==> config.mk <==
export PLATFORM = sky130hd
export DESIGN_NAME = apb_req_arbiter_flat
export DESIGN_NICKNAME = d
export VERILOG_FILES = /design/src/rtl/apb_req_arbiter_if.sv /design/src/rtl/apb_req_arbiter.sv /design/src/flat_wrapper.sv
export SDC_FILE = /design/constraint.sdc
export NUM_CORES = 1
export LEC_CHECK = 0
export CAP_MARGIN = 20
export CELL_PAD_IN_SITES_DETAIL_PLACEMENT = 0
export CELL_PAD_IN_SITES_GLOBAL_PLACEMENT = 1
export CORE_MARGIN = 2
export CORE_UTILIZATION = 24
export DETAILED_ROUTE_END_ITERATION = 10
export PLACE_DENSITY_LB_ADDON = 0.08
export SLEW_MARGIN = 20
export SYNTH_ARGS = -nofsm -noshare
export SYNTH_HDL_FRONTEND = slang
export SYNTH_SLANG_ARGS = --single-unit
==> constraint.sdc <==
create_clock -name PCLK -period 2.11 [get_ports PCLK]
set_input_delay 0.422 -clock PCLK [delete_from_list [all_inputs] [get_ports PCLK]]
set_output_delay 0.422 -clock PCLK [all_outputs]
set_load 0.01 [all_outputs]
==> src/rtl/apb_req_arbiter_if.sv <==
// rtl/apb_req_arbiter_if.sv - requester and bridge command signals for apb_req_arbiter
interface apb_req_arbiter_if #(
    parameter int ADDR_WIDTH = 32,
    parameter int DATA_WIDTH = 32
);
    logic                  req0_valid;
    logic                  req0_write;
    logic [ADDR_WIDTH-1:0] req0_addr;
    logic [DATA_WIDTH-1:0] req0_wdata;
    logic                  req0_ready;
    logic                  req0_done;
    logic [DATA_WIDTH-1:0] req0_rdata;
    logic                  req0_err;

    logic                  req1_valid;
    logic                  req1_write;
    logic [ADDR_WIDTH-1:0] req1_addr;
    logic [DATA_WIDTH-1:0] req1_wdata;
    logic                  req1_ready;
    logic                  req1_done;
    logic [DATA_WIDTH-1:0] req1_rdata;
    logic                  req1_err;

    logic                  transfer;
    logic                  READ_WRITE;
    logic [ADDR_WIDTH-1:0] apb_writeAddr;
    logic [ADDR_WIDTH-1:0] apb_readAddr;
    logic [DATA_WIDTH-1:0] apb_writeData;
    logic [DATA_WIDTH-1:0] apb_readData_out;
    logic                  PENABLE;
    logic                  PREADY;
    logic                  busy;

    // Arbiter side: serves the requesters and drives the bridge command port
    modport master (
        input  req0_valid, req0_write, req0_addr, req0_wdata,
        output req0_ready, req0_done, req0_rdata, req0_err,
        input  req1_valid, req1_write, req1_addr, req1_wdata,
        output req1_ready, req1_done, req1_rdata, req1_err,
        output transfer, READ_WRITE, apb_writeAddr, apb_readAddr, apb_writeData,
        input  apb_readData_out, PENABLE, PREADY,
        output busy
    );

    // Environment side: requesters plus the APB bridge
    modport slave (
        output req0_valid, req0_write, req0_addr, req0_wdata,
        input  req0_ready, req0_done, req0_rdata, req0_err,
        output req1_valid, req1_write, req1_addr, req1_wdata,
        input  req1_ready, req1_done, req1_rdata, req1_err,
        input  transfer, READ_WRITE, apb_writeAddr, apb_readAddr, apb_writeData,
        output apb_readData_out, PENABLE, PREADY,
        input  busy
    );
endinterface

==> src/rtl/apb_req_arbiter.sv <==
// rtl/apb_req_arbiter.sv - two-requester arbiter/sequencer for the APB bridge; optional APB_REQ_TIMEOUT_EN
module apb_req_arbiter #(
    parameter int ADDR_WIDTH     = 32,
    parameter int DATA_WIDTH     = 32,
    parameter int FIXED_PRIO     = 0,
    parameter int TIMEOUT_CYCLES = 16
) (
    input  logic              PCLK,
    input  logic              PRESET,
    apb_req_arbiter_if.master bus
);
    typedef enum logic [1:0] {IDLE, XFER, DONE} state_t;

    state_t                state;
    logic                  rr_ptr;
    logic                  owner;
    logic                  setup_phase;
    logic                  transfer_q;
    logic                  rw_q;
    logic [ADDR_WIDTH-1:0] waddr_q;
    logic [ADDR_WIDTH-1:0] raddr_q;
    logic [DATA_WIDTH-1:0] wdata_q;
    logic                  busy_q;
    logic                  done0_q;
    logic                  done1_q;
    logic [DATA_WIDTH-1:0] rdata0_q;
    logic [DATA_WIDTH-1:0] rdata1_q;

    logic                  tie_to_req0;
    logic                  grant0;
    logic                  grant1;
    logic                  sel_write;
    logic [ADDR_WIDTH-1:0] sel_addr;
    logic [DATA_WIDTH-1:0] sel_wdata;
    logic                  xfer_done;

`ifdef APB_REQ_TIMEOUT_EN
    localparam int CW = $clog2(TIMEOUT_CYCLES + 1);
    logic [CW-1:0] tmo_cnt;
    logic          tmo_hit;
    logic          err0_q;
    logic          err1_q;

    assign tmo_hit      = (tmo_cnt == CW'(TIMEOUT_CYCLES - 1));
    assign bus.req0_err = err0_q;
    assign bus.req1_err = err1_q;
`else
    assign bus.req0_err = 1'b0;
    assign bus.req1_err = 1'b0;
`endif

    // A single valid always wins; on a tie the parameter or the rr pointer decides
    assign tie_to_req0 = (FIXED_PRIO != 0) || !rr_ptr;
    assign grant0      = bus.req0_valid && (!bus.req1_valid || tie_to_req0);
    assign grant1      = bus.req1_valid && !grant0;

    assign sel_write = grant1 ? bus.req1_write : bus.req0_write;
    assign sel_addr  = grant1 ? bus.req1_addr  : bus.req0_addr;
    assign sel_wdata = grant1 ? bus.req1_wdata : bus.req0_wdata;

    // The setup cycle of an APB access can never complete it
    assign xfer_done = bus.PENABLE && bus.PREADY && !setup_phase;

    assign bus.req0_ready    = (state == IDLE) && !PRESET && grant0;
    assign bus.req1_ready    = (state == IDLE) && !PRESET && grant1;
    assign bus.req0_done     = done0_q;
    assign bus.req1_done     = done1_q;
    assign bus.req0_rdata    = rdata0_q;
    assign bus.req1_rdata    = rdata1_q;
    assign bus.transfer      = transfer_q;
    assign bus.READ_WRITE    = rw_q;
    assign bus.apb_writeAddr = waddr_q;
    assign bus.apb_readAddr  = raddr_q;
    assign bus.apb_writeData = wdata_q;
    assign bus.busy          = busy_q;

    // Arbitration FSM: grant in IDLE, hold the access in XFER, pulse done in DONE
    always_ff @(posedge PCLK) begin
        if (PRESET) begin
            state       <= IDLE;
            rr_ptr      <= 1'b0;
            owner       <= 1'b0;
            setup_phase <= 1'b0;
            transfer_q  <= 1'b0;
            rw_q        <= 1'b0;
            waddr_q     <= '0;
            raddr_q     <= '0;
            wdata_q     <= '0;
            busy_q      <= 1'b0;
            done0_q     <= 1'b0;
            done1_q     <= 1'b0;
            rdata0_q    <= '0;
            rdata1_q    <= '0;
`ifdef APB_REQ_TIMEOUT_EN
            tmo_cnt     <= '0;
            err0_q      <= 1'b0;
            err1_q      <= 1'b0;
`endif
        end else begin
            done0_q <= 1'b0;
            done1_q <= 1'b0;
`ifdef APB_REQ_TIMEOUT_EN
            err0_q  <= 1'b0;
            err1_q  <= 1'b0;
`endif
            case (state)
                IDLE: begin
                    if (grant0 || grant1) begin
                        owner       <= grant1;
                        rw_q        <= sel_write;
                        if (sel_write) begin
                            waddr_q <= sel_addr;
                            wdata_q <= sel_wdata;
                        end else begin
                            raddr_q <= sel_addr;
                        end
                        transfer_q  <= 1'b1;
                        busy_q      <= 1'b1;
                        setup_phase <= 1'b1;
`ifdef APB_REQ_TIMEOUT_EN
                        tmo_cnt     <= '0;
`endif
                        state       <= XFER;
                    end
                end
                XFER: begin
                    setup_phase <= 1'b0;
                    if (xfer_done) begin
                        transfer_q <= 1'b0;
                        state      <= DONE;
                        if (owner) begin
                            done1_q <= 1'b1;
                            if (!rw_q) rdata1_q <= bus.apb_readData_out;
                        end else begin
                            done0_q <= 1'b1;
                            if (!rw_q) rdata0_q <= bus.apb_readData_out;
                        end
                    end
`ifdef APB_REQ_TIMEOUT_EN
                    else if (tmo_hit) begin
                        transfer_q <= 1'b0;
                        state      <= DONE;
                        if (owner) begin
                            done1_q <= 1'b1;
                            err1_q  <= 1'b1;
                        end else begin
                            done0_q <= 1'b1;
                            err0_q  <= 1'b1;
                        end
                    end else begin
                        tmo_cnt <= tmo_cnt + 1'b1;
                    end
`endif
                end
                DONE: begin
                    rr_ptr <= ~owner;
                    busy_q <= 1'b0;
                    state  <= IDLE;
                end
                default: state <= IDLE;
            endcase
        end
    end
endmodule

==> src/flat_wrapper.sv <==
// flat-port wrapper written by rule: the top's interface ports become plain ports
module apb_req_arbiter_flat 
#(
    parameter int ADDR_WIDTH     = 32,
    parameter int DATA_WIDTH     = 32,
    parameter int FIXED_PRIO     = 0,
    parameter int TIMEOUT_CYCLES = 16
)
  (PCLK, PRESET, bus_req0_valid, bus_req0_write, bus_req0_addr, bus_req0_wdata, bus_req0_ready, bus_req0_done, bus_req0_rdata, bus_req0_err, bus_req1_valid, bus_req1_write, bus_req1_addr, bus_req1_wdata, bus_req1_ready, bus_req1_done, bus_req1_rdata, bus_req1_err, bus_transfer, bus_READ_WRITE, bus_apb_writeAddr, bus_apb_readAddr, bus_apb_writeData, bus_apb_readData_out, bus_PENABLE, bus_PREADY, bus_busy);
  apb_req_arbiter_if #(.ADDR_WIDTH(ADDR_WIDTH), .DATA_WIDTH(DATA_WIDTH)) bus_i ();
  input  logic PCLK;
  input  logic PRESET;
  input wire logic [$bits(bus_i.req0_valid)-1:0] bus_req0_valid;
  input wire logic [$bits(bus_i.req0_write)-1:0] bus_req0_write;
  input wire logic [$bits(bus_i.req0_addr)-1:0] bus_req0_addr;
  input wire logic [$bits(bus_i.req0_wdata)-1:0] bus_req0_wdata;
  output wire logic [$bits(bus_i.req0_ready)-1:0] bus_req0_ready;
  output wire logic [$bits(bus_i.req0_done)-1:0] bus_req0_done;
  output wire logic [$bits(bus_i.req0_rdata)-1:0] bus_req0_rdata;
  output wire logic [$bits(bus_i.req0_err)-1:0] bus_req0_err;
  input wire logic [$bits(bus_i.req1_valid)-1:0] bus_req1_valid;
  input wire logic [$bits(bus_i.req1_write)-1:0] bus_req1_write;
  input wire logic [$bits(bus_i.req1_addr)-1:0] bus_req1_addr;
  input wire logic [$bits(bus_i.req1_wdata)-1:0] bus_req1_wdata;
  output wire logic [$bits(bus_i.req1_ready)-1:0] bus_req1_ready;
  output wire logic [$bits(bus_i.req1_done)-1:0] bus_req1_done;
  output wire logic [$bits(bus_i.req1_rdata)-1:0] bus_req1_rdata;
  output wire logic [$bits(bus_i.req1_err)-1:0] bus_req1_err;
  output wire logic [$bits(bus_i.transfer)-1:0] bus_transfer;
  output wire logic [$bits(bus_i.READ_WRITE)-1:0] bus_READ_WRITE;
  output wire logic [$bits(bus_i.apb_writeAddr)-1:0] bus_apb_writeAddr;
  output wire logic [$bits(bus_i.apb_readAddr)-1:0] bus_apb_readAddr;
  output wire logic [$bits(bus_i.apb_writeData)-1:0] bus_apb_writeData;
  input wire logic [$bits(bus_i.apb_readData_out)-1:0] bus_apb_readData_out;
  input wire logic [$bits(bus_i.PENABLE)-1:0] bus_PENABLE;
  input wire logic [$bits(bus_i.PREADY)-1:0] bus_PREADY;
  output wire logic [$bits(bus_i.busy)-1:0] bus_busy;
  assign bus_i.req0_valid = bus_req0_valid;
  assign bus_i.req0_write = bus_req0_write;
  assign bus_i.req0_addr = bus_req0_addr;
  assign bus_i.req0_wdata = bus_req0_wdata;
  assign bus_req0_ready = bus_i.req0_ready;
  assign bus_req0_done = bus_i.req0_done;
  assign bus_req0_rdata = bus_i.req0_rdata;
  assign bus_req0_err = bus_i.req0_err;
  assign bus_i.req1_valid = bus_req1_valid;
  assign bus_i.req1_write = bus_req1_write;
  assign bus_i.req1_addr = bus_req1_addr;
  assign bus_i.req1_wdata = bus_req1_wdata;
  assign bus_req1_ready = bus_i.req1_ready;
  assign bus_req1_done = bus_i.req1_done;
  assign bus_req1_rdata = bus_i.req1_rdata;
  assign bus_req1_err = bus_i.req1_err;
  assign bus_transfer = bus_i.transfer;
  assign bus_READ_WRITE = bus_i.READ_WRITE;
  assign bus_apb_writeAddr = bus_i.apb_writeAddr;
  assign bus_apb_readAddr = bus_i.apb_readAddr;
  assign bus_apb_writeData = bus_i.apb_writeData;
  assign bus_i.apb_readData_out = bus_apb_readData_out;
  assign bus_i.PENABLE = bus_PENABLE;
  assign bus_i.PREADY = bus_PREADY;
  assign bus_busy = bus_i.busy;
  apb_req_arbiter #(.ADDR_WIDTH(ADDR_WIDTH), .DATA_WIDTH(DATA_WIDTH), .FIXED_PRIO(FIXED_PRIO), .TIMEOUT_CYCLES(TIMEOUT_CYCLES)) u_core (.PCLK(PCLK), .PRESET(PRESET), .bus(bus_i));
endmodule
==> summary.md <==
| Metric | Value |
|---|---|
| Final Slew Violations | 0 |
| WL/cell | approximately 19 um |
| Clk root buf | clkbuf_16 |
| Clock skew | approximately 0.014 ns |
| CP arrival | between 1.5 and 2 ns |
| GR met3 Demand/Resource | approximately 6.6% |
| Largest net degree at the start of global routing | about 120 |
| Total of max-cap violations | 0 |
| CTS clk-pin slew, worst paths | around 0.07 ns |
| Peak supply drop | 459 uV |
| Layout cells sized above 1 | under 10% |
| Crit path cell chain | nand2b_2, nand2_1, nor4_4, dlygate4sd2_1 |
| Most common cell after layout, fill and taps aside | clkdlybuf4s50_1 |
| Yosys reg bits | 170 |
| Number of buffers created by CTS | 17 |
| Min-delay src | u_core.bus.req0_rdata[5]$_SDFFE_PP0P_ |
| Cell Area, Synth | approximately 7600 um^2 |
| Area Overhead vs Synth | 60.3% |
| Clock Power Share | a little under two fifths |
| Internal power | between 6 and 7 mW |
| Std cell rows | between 60 and 70 |
| Comb power frac | roughly 22% |
| Slowest-stage cell, CP | dfxtp_1 |
| Crit path largest cell delay | 0.37 ns |
| RSZ-0062 raised after global routing | no |
| Most frequent cells in the layout | clkdlybuf4s50_1 (328), nand2_1 (199), dfxtp_1 (170), a21oi_1 (100) |
| Die X | roughly 180 um |
| Area of the core | ~31000 um^2 |
| Pwr Density | between 700 and 800 nW/um^2 |
| Worst r2r src | u_core.rr_ptr$_SDFFE_PP0P_ |
| Class of the tightest hold or removal check | reg -> reg |
| DR pass1 iterations | 4 |
| Final non-filler cell total | between 1500 and 2000 |
| GR Overflow Total | 0 |
| Post-synthesis sequential area ratio | 45.1% |
| Synth area leaders | dfxtp_1 (45%), nand2_1 (9.9%), nand4b_1 (7.4%), a21oi_1 (6.6%), o31ai_1 (6.4%) |
| Final Hold Vio Count | 0 |
| I/O pins | 337 |
| Period Utilization, post-route | between 90% and 100% |
| Share of total power in sequential cells | about two fifths |
| Grt met1 use | a little under a quarter |
| Synth area leader | dfxtp_1 |
| Setup crit end kind | primary output |
| Worst R2R End | u_core.bus.apb_writeData[28]$_SDFFE_PP0P_ |
| Grt peak-use layer | met2 |
| Setup-failing EPs final | 0 |
| Final WS setup | ~0.14 ns |
| # nets final | ~1400 |
| H-tree depth | 4 |
| Worst-path fanout max | 4 |
| ANT nets after route | 0 |
| Die Span Y | about 180 um |
| Global-route wire length before repair | around 48000 um |
| Post-cts resize count | 5 |
| Post-layout min period | between 1.5 and 2 ns |
| Antenna violations before repair | 1 |
| Min-Delay Path Depth | 2 |
| WHS Endpoint | u_core.bus.req0_rdata[5]$_SDFFE_PP0P_ |
| Synth Instances | 894 |
| Post-synth EDFFs | 0 |
| Share of the synthesized area in the top cell type | 45.1% |
| Yosys cell types | 40 |
| Port bufs | approximately 330 |
| Max_slew headroom | 58.0% |
| CTS tree | done |
| Via density | between 4 and 5 |
| Placer Congestion | about 0.75 |
| Lkg Pwr | a little over 4 nW |
| Cell total after placement | between 1500 and 2000 |
| Vias | slightly below 8000 |
| Reg2Reg Depth | 6 |
| Net Sw Frac | between 30% and 40% |
| Fmax | between 0.5 and 0.6 GHz |
| Vias in the first global route | 7905 |
| Layout filler cell count | about 3200 |
| Syn. warnings | 0 |
| Aggregate routed wire length | roughly 31000 um |
| Outcome | complete, no violations |
| Type of origin of the critical path | register |
| Place WS | -0.584 ns |
| CTS max path bufs | 2 |
| Initial DRC count | between 500 and 600 |
| Initial Util | about 25% |
| Met2 usage | 30.6% |
| DP Wirelength | around 21000 um |
| Critical Path RT | roughly 1.7 ns |
| Post-CTS Setup Inserts | 0 |
| Dominant synthesized flop cell | dfxtp_1 |
| Worst-skew pair later-pin latency | roughly 0.44 ns |
| Hold-fix buffers at CTS | 0 |
| Overall Global Routing Usage | between 10% and 20% |
| Post-route DRC | 0 |
| Setup slack, reg-to-reg | approximately 0.43 ns |
| Clk sinks | 170 |
| Worst Setup Path Type | reg -> out |
| Async set or reset register ratio after synthesis | 0% |
| Least-Margin Pin Slew | 0.630 ns |
| Syn avg cell area | around 8.4 um^2 |
| Sw power | ~2.7 mW |
| Total Die Area | 32900 um^2 |
worst max path at each step:
stage,startpoint,end,slack [ns],cells past startpoint
final,u_core.rr_ptr$_SDFFE_PP0P_,bus_req1_ready,0.14,4
after global routing,u_core.rr_ptr$_SDFFE_PP0P_,bus_req1_ready,0.02,4
after CTS,u_core.rr_ptr$_SDFFE_PP0P_,bus_req1_ready,0.08,4
after detailed placement,bus_req0_valid,bus_req1_ready,-0.58,5
after global placement,bus_req0_valid,bus_req1_ready,-0.62,5
after floorplan,bus_req1_valid,bus_req0_ready,0.34,5
power groups by stage:
stage	combinational (mW)	clock, mW	sequential, mW
after floorplan	0.713	0	3.70
after global placement	1.94	0	3.61
after detailed placement	1.94	0	3.62
after CTS	1.95	3.36	3.55
after global routing	2.06	3.47	3.58
final	1.92	3.23	3.54
sequential cells by signal (all words and copies together), names as in the netlist:
register / count
u_core.bus.READ_WRITE: 1
u_core.bus.apb_readAddr: 32
u_core.bus.apb_writeAddr: 32
u_core.bus.apb_writeData: 32
u_core.bus.busy: 1
u_core.bus.req0_done: 1
u_core.bus.req0_rdata: 32
u_core.bus.req1_done: 1
u_core.bus.req1_rdata: 32
u_core.bus.transfer: 1
u_core.owner: 1
u_core.rr_ptr: 1
u_core.setup_phase: 1
u_core.state: 2
routing by layer:
metal	vias up	routed length (um)
met1	3736	13700
met4	0	351
met5	-	0
li1	3837	-
met2	269	14700
met3	21	2460
layout make-up:
class                           count  area [um^2]  area share (%)
Inverter                           65          244            2.02
Antenna cell                        1         2.50          0.0207
Sequential cell                   170         3400            28.1
Clock inverter                     15          171            1.42
Clock buffer                       17          425            3.51
Multi-Input combinational cell    560         3480            28.8
Timing Repair Buffer              382         3880            32.0
Tap cell                          396          495            4.09
synthesized netlist by cell type, types with 2 or more instances:
master / instances
a21oi_1: 100
a221oi_1: 54
a221oi_2: 10
a311oi_1: 32
and2_1: 2
buf_1: 6
buf_2: 32
buf_4: 7
buf_6: 4
clkbuf_1: 51
dfxtp_1: 170
inv_1: 65
nand2_1: 199
nand2b_1: 2
nand4b_1: 64
nor2_1: 6
nor2b_1: 3
nor3_1: 2
o31ai_1: 64
critical path: cells and delay by family, from the launching register on:
family	cells	cell delay [ns]
buffers and inverters	1	0.31
flip-flops	1	0.37
AND/OR/NAND/NOR	3	0.45
metrics by stage:
stage | power [mW] | util (%) | hold WS (ns) | TNS [ns] | area, um^2
6_report | 8.69 | 39.4 | 0.456 | 0 | 12100
5_1_grt | 9.11 | 39.4 | 0.477 | 0 | 12100
4_1_cts | 8.85 | 39.4 | 0.458 | 0 | 12100
3_5_place_dp | 5.56 | 37.4 | 0.447 | -23.12 | 11500
3_3_place_gp | 5.56 | 37.4 | 0.442 | -21.78 | 11500
2_1_floorplan | 4.42 | - | 0.440 | 0 | 7550
cell families after synthesis:
family	synth area share, %
other	0.0497
buffers and inverters	9.48
and+or+nand+nor	19.6
AOI/OAI and AO/OA	25.8
DFF	45.1
No activity file was read; power rests on OpenSTA's default activity.
